$ cat config.mk
export PLATFORM = sky130hd
export DESIGN_NAME = cacheline_burst_adapter
export DESIGN_NICKNAME = d
export VERILOG_FILES = /design/src/rtl/cache_pkg.sv /design/src/rtl/cacheline_burst_adapter.sv
export SDC_FILE = /design/constraint.sdc
export NUM_CORES = 2
export LEC_CHECK = 0
export CAP_MARGIN = 25
export CORE_AREA = 3 3 274 276
export CTS_CLUSTER_DIAMETER = 150
export CTS_CLUSTER_SIZE = 25
export DETAILED_ROUTE_END_ITERATION = 6
export DIE_AREA = 0 0 277 279
export PLACE_DENSITY = 0.69
export SYNTH_ARGS = -nofsm -noshare
export SYNTH_HDL_FRONTEND = slang
export SYNTH_SLANG_ARGS = --single-unit
$ cat constraint.sdc
create_clock -name clk -period 75.2 [get_ports clk]
set_input_delay 11.28 -clock clk [delete_from_list [all_inputs] [get_ports clk]]
set_output_delay 11.28 -clock clk [all_outputs]
set_load 0.01 [all_outputs]
$ cat src/rtl/cache_pkg.sv
// cache_pkg: shared line/beat/address widths and the burst adapter state encoding.
package cache_pkg;
    localparam int LINE_W = 256;
    localparam int BEAT_W = 64;
    localparam int ADDR_W = 32;
    typedef logic [LINE_W-1:0] line_t;
    typedef logic [BEAT_W-1:0] beat_t;
    typedef logic [ADDR_W-1:0] addr_t;
    typedef enum logic [1:0] {IDLE, RD_BURST, WR_BURST, DONE} adapter_state_t;
endpackage

$ cat src/rtl/cacheline_burst_adapter.sv
// cacheline_burst_adapter: turns whole-line cache fills/writebacks into fixed-length memory bursts.
module cacheline_burst_adapter #(
    parameter int LINE_W = 256,
    parameter int BEAT_W = 64,
    parameter int ADDR_W = 32
) (
    input  logic              clk,
    input  logic              rst,
    input  logic              read_i,
    input  logic              write_i,
    input  logic [ADDR_W-1:0] address_i,
    input  logic [LINE_W-1:0] line_i,
    output logic [LINE_W-1:0] line_o,
    output logic              resp_o,
    output logic [ADDR_W-1:0] address_o,
    output logic              read_o,
    output logic              write_o,
    output logic [BEAT_W-1:0] burst_o,
    input  logic [BEAT_W-1:0] burst_i,
    input  logic              resp_i
);
    import cache_pkg::*;
    localparam int BEATS = LINE_W / BEAT_W;
    localparam int OFS_W = $clog2(LINE_W / 8);
    localparam int CNT_W = (BEATS > 1) ? $clog2(BEATS) : 1;
    adapter_state_t state, state_n;
    logic [CNT_W-1:0] cnt;
    logic [ADDR_W-1:0] addr_q;
    logic [LINE_W-1:0] wr_line, rd_line, rd_next;
    logic in_burst, last_beat;
    always_ff @(posedge clk or posedge rst) begin
        if (rst) state <= IDLE;
        else state <= state_n;
    end
    assign in_burst = (state == RD_BURST) || (state == WR_BURST);
    assign last_beat = in_burst && resp_i && (cnt == CNT_W'(BEATS - 1));
    always_comb begin
        state_n = (state == IDLE) ? (write_i ? WR_BURST : read_i ? RD_BURST : IDLE) :
                  (state == DONE) ? IDLE : last_beat ? DONE : state;
        read_o = state == RD_BURST;
        write_o = state == WR_BURST;
        resp_o = state == DONE;
        address_o = in_burst ? addr_q : '0;
        burst_o = write_o ? wr_line[cnt*BEAT_W +: BEAT_W] : '0;
        rd_next = rd_line;
        rd_next[cnt*BEAT_W +: BEAT_W] = burst_i;
    end
    // Fill data is assembled off to the side so line_o only changes once a fill completes.
    always_ff @(posedge clk or posedge rst) begin
        if (rst) begin
            cnt <= '0;
            addr_q <= '0;
            wr_line <= '0;
            rd_line <= '0;
            line_o <= '0;
        end else begin
            if (state == IDLE && (write_i || read_i)) begin
                addr_q <= {address_i[ADDR_W-1:OFS_W], OFS_W'(0)};
                if (write_i) wr_line <= line_i;
            end
            if (in_burst && resp_i) begin
                cnt <= last_beat ? '0 : cnt + 1'b1;
                if (read_o) rd_line <= rd_next;
                if (read_o && last_beat) line_o <= rd_next;
            end
        end
    end
endmodule
==> impl_results.md <==
* Fin Setup TNS at 0 ns
* DR iter-0 viols at 2135
* Hold depth at 2
* Flip-flop and latch area at 0.01840 sq mm
* Clock sink count at 735
* Drt pass-1 iters at 7
* Switching part of the total at 33.51%
* Crit start category: flip-flop
* Crit path max-delay family: buffers and inverters
* Power Density at 35.89 mW/mm^2
* Die area at 0.07728 sq mm
* RD Place Congestion at 0.8812
* Worst VDD drop at 0.00002485 V
* Setup violators final at 0
* Worst-skew pair later-pin latency at 0.58 ns
* Tightest Pin Transition at 1.059 ns
* Slowest cell on the critical path: dfrtp_4
* Nets at 3320
* Worst-path clk slew at 0.10 ns
* Worst clock skew at 0.02497 ns
* Register bit total from synthesis at 735
* Layout cell share with drive strength beyond 1 at 15.25%
* Leak Pwr at 0.01698 uW
* Post-route DRC at 0
* DR vias/cell at 5.802
* Core Area at 0.07283 sq mm
* Cell-internal power at 943.4 uW
* Worst Hold Launch: line_o[239]$_DFFE_PP0P_
* Yosys warning count at 0
* Starting density of the core at 42.60%
* Crit Reg-Reg Startpoint: cnt[1]$_DFFE_PP0P_
* Routed Antenna Nets at 0
* Commonest non-fill, non-tap cell in the layout: dfrtp_1
* # IOs at 712
* Worst-path fanout max at 41
* Critical Path RT at 63.92 ns
* Vias at 22808
* RSZ-0062 raised after global routing: no
* Worst relative slew slack at 29.39%
* Hpwl dp at 65830 um
* Global-route wire length before repair at 151100 um
* Critical R2R Capture: rd_line[51]$_DFFE_PP0P_
* Total Wirelength at 99040 um
* Finished Cell Area at 0.03953 sq mm
* Crit. End Element: output port
* Synthesized area per cell at 12.70 sq um
* Synth-to-layout area growth at 27.39%
* GRT overflow at 0
* Register area share after synthesis at 59.28%
* Flop pwr share at 44.4%
* Most frequent cells in the layout: 733 x dfrtp_1, 701 x clkdlybuf4s50_1, 284 x mux2_2, 267 x nor2_1, 229 x a22o_1
* Type of the worst setup path: reg -> out
* Comb power frac at 40.5%
* WL/cell at 25.20 um
* Max Fclk at 0.06722 GHz
* Cts hold-fix bufs at 0
* Max_cap viols at 0
* Post-synthesis instance total at 2443
* Clock tree buffer depth at 3
* Flop2flop setup slack at 70.31 ns
* Gr usage total at 25.13%
* Fill count at 6104
* Buffers added on ports at 701
* Post-cts resize count at 0
* Root Buffer Master: clkbuf_16
* Max stage delay on crit path at 0.95 ns
* Tmin final at 14.88 ns
* Sw Pwr at 475.4 uW
* Vias in the first global route at 23920
* Maximum number of pins on one net before global-route repair at 168
* Multi-input gate area at 0.01145 sq mm
* Buffers & Inverters on Critical Path at 2
* Hold EP: line_o[239]$_DFFE_PP0P_
* Mapped cell area at 0.03103 sq mm
* CTS tree: done
* Setup bufs post-CTS at 0
* Final worst-path cycle share at 19.78%
* Crit path cell chain: buf_4, mux4_2, and2_1, clkdlybuf4s50_1
* Worst Hold Class: reg -> reg
* Outcome: completed
* H-Tree Depth at 2
* Initial antenna violation count at 20
* Die Wd at 277 um
* WHS at 0.4919 ns
* Final Slew Violations at 0
* Placed Area at 0.03841 sq mm
* Cell variety after synth at 43
* Clock network fraction of total power at 15.1%
* Cts bufs inserted at 35
* Final Non-Filler Cells at 3931
* Cells on worst reg2reg path at 8
* Fin. Hold Viols at 0
* Number of placed instances, taps included at 3871
* Critical Path AT at 3.60 ns
* Cell Rows at 99
* Die Y at 279 um
-- metrics by stage --
| stage | power, uW | util (%) | worst slack (ns) |
|---|---|---|---|
| after floorplan | 953.7 | - | 43.30 |
| after global placement | 1190 | 52.68 | 60.37 |
| after detailed placement | 1212 | 52.73 | 60.67 |
| after CTS | 1428 | 54.03 | 60.15 |
| after global routing | 1497 | 54.26 | 60.02 |
| final | 1419 | 54.27 | 60.32 |
-- state kept, by name, indices dropped and copies added, names as in the netlist --
register	cells
addr_q	27
cnt	2
line_o	256
rd_line	192
state	2
wr_line	256
-- worst register-to-register path: stages (launching register included) --
cell and delay [ns]:
dfrtp_2 0.67, buf_4 0.48, inv_1 0.22, ha_2 0.80, and4bb_4 0.74, buf_12 0.30, and2_2 0.76, buf_4 0.61
a22o_1 0.25
-- routing by layer --
| layer | up-vias | GRT usage (%) | wire length, um |
|---|---|---|---|
| met3 | 167 | 6.070 | 8048 |
| met5 | - | 0 | 89 |
| met1 | 11811 | 31.74 | 38510 |
| li1 | 9781 | - | - |
| met2 | 1035 | 41.86 | 48530 |
| met4 | 14 | 10.09 | 3861 |
-- final cells by class --
cell class	instances	share of cell area (%)
clock inverter	3	0.1045
clock buffer	37	2.289
multi-input combinational	1434	28.98
tap	959	3.036
sequential	735	46.54
antenna	15	0.09496
inverter	8	0.09496
timing repair buffer	740	18.86
-- cells by family after synthesis --
family | Yosys count | synth area share (%)
flops | 735 | 59.28
compound gates | 545 | 13.36
simple gates | 527 | 8.017
mux | 348 | 14.95
buf+inv | 278 | 4.012
fa+ha+maj | 9 | 0.3629
other cells | 1 | 0.01209
-- cell usage after synthesis, drive strengths merged --
master     n  share of area [%]
a21o      27               0.65
a21oi    128                2.1
a221oi   101                2.9
a22o     229                6.5
a31oi      2              0.040
and2      93                1.9
and3       1              0.020
and3b      1              0.028
and4       1              0.028
and4b      1              0.032
and4bb     1              0.040
buf      133                2.3
clkbuf   137                1.7
conb       1              0.012
dfrtp    735                 59
ha         9               0.36
inv        8              0.097
mux2     284                 10
mux4      64                4.6
nand2     61               0.75
nand2b     1              0.020
nand3     64                1.0
nand3b     1              0.024
nand4      1              0.020
nand4b     1              0.028
nand4bb    1              0.089
nor2     270                3.3
nor3       1              0.052
nor3b     27               0.65
o21ai     29               0.48
o22a      27               0.76
o31ai      2              0.048
or2        1              0.020
-- power by group through the flow --
stage | combinational [uW] | sequential (uW) | clock [uW]
after floorplan | 335 | 619 | 0
after global placement | 564 | 626 | 0
after detailed placement | 575 | 637 | 0
after CTS | 578 | 629 | 221
after global routing | 616 | 647 | 234
final | 575 | 630 | 214
-- how the worst max path moves through the flow --
stage	startpoint	to	slack, ns	cells after the start
floorplan	rst	addr_q[10]$_DFFE_PP0P_	43.30	1
CTS	cnt[0]$_DFFE_PP0P_	burst_o[28]	60.15	4
global placement	resp_i	line_o[25]$_DFFE_PP0P_	60.37	6
detailed placement	write_i	wr_line[118]$_DFFE_PP0P_	60.67	5
finish	cnt[0]$_DFFE_PP0P_	burst_o[23]	60.32	4
global route	cnt[0]$_DFFE_PP0P_	burst_o[18]	60.02	4
Note: power is estimated with default switching activity, not from simulation.
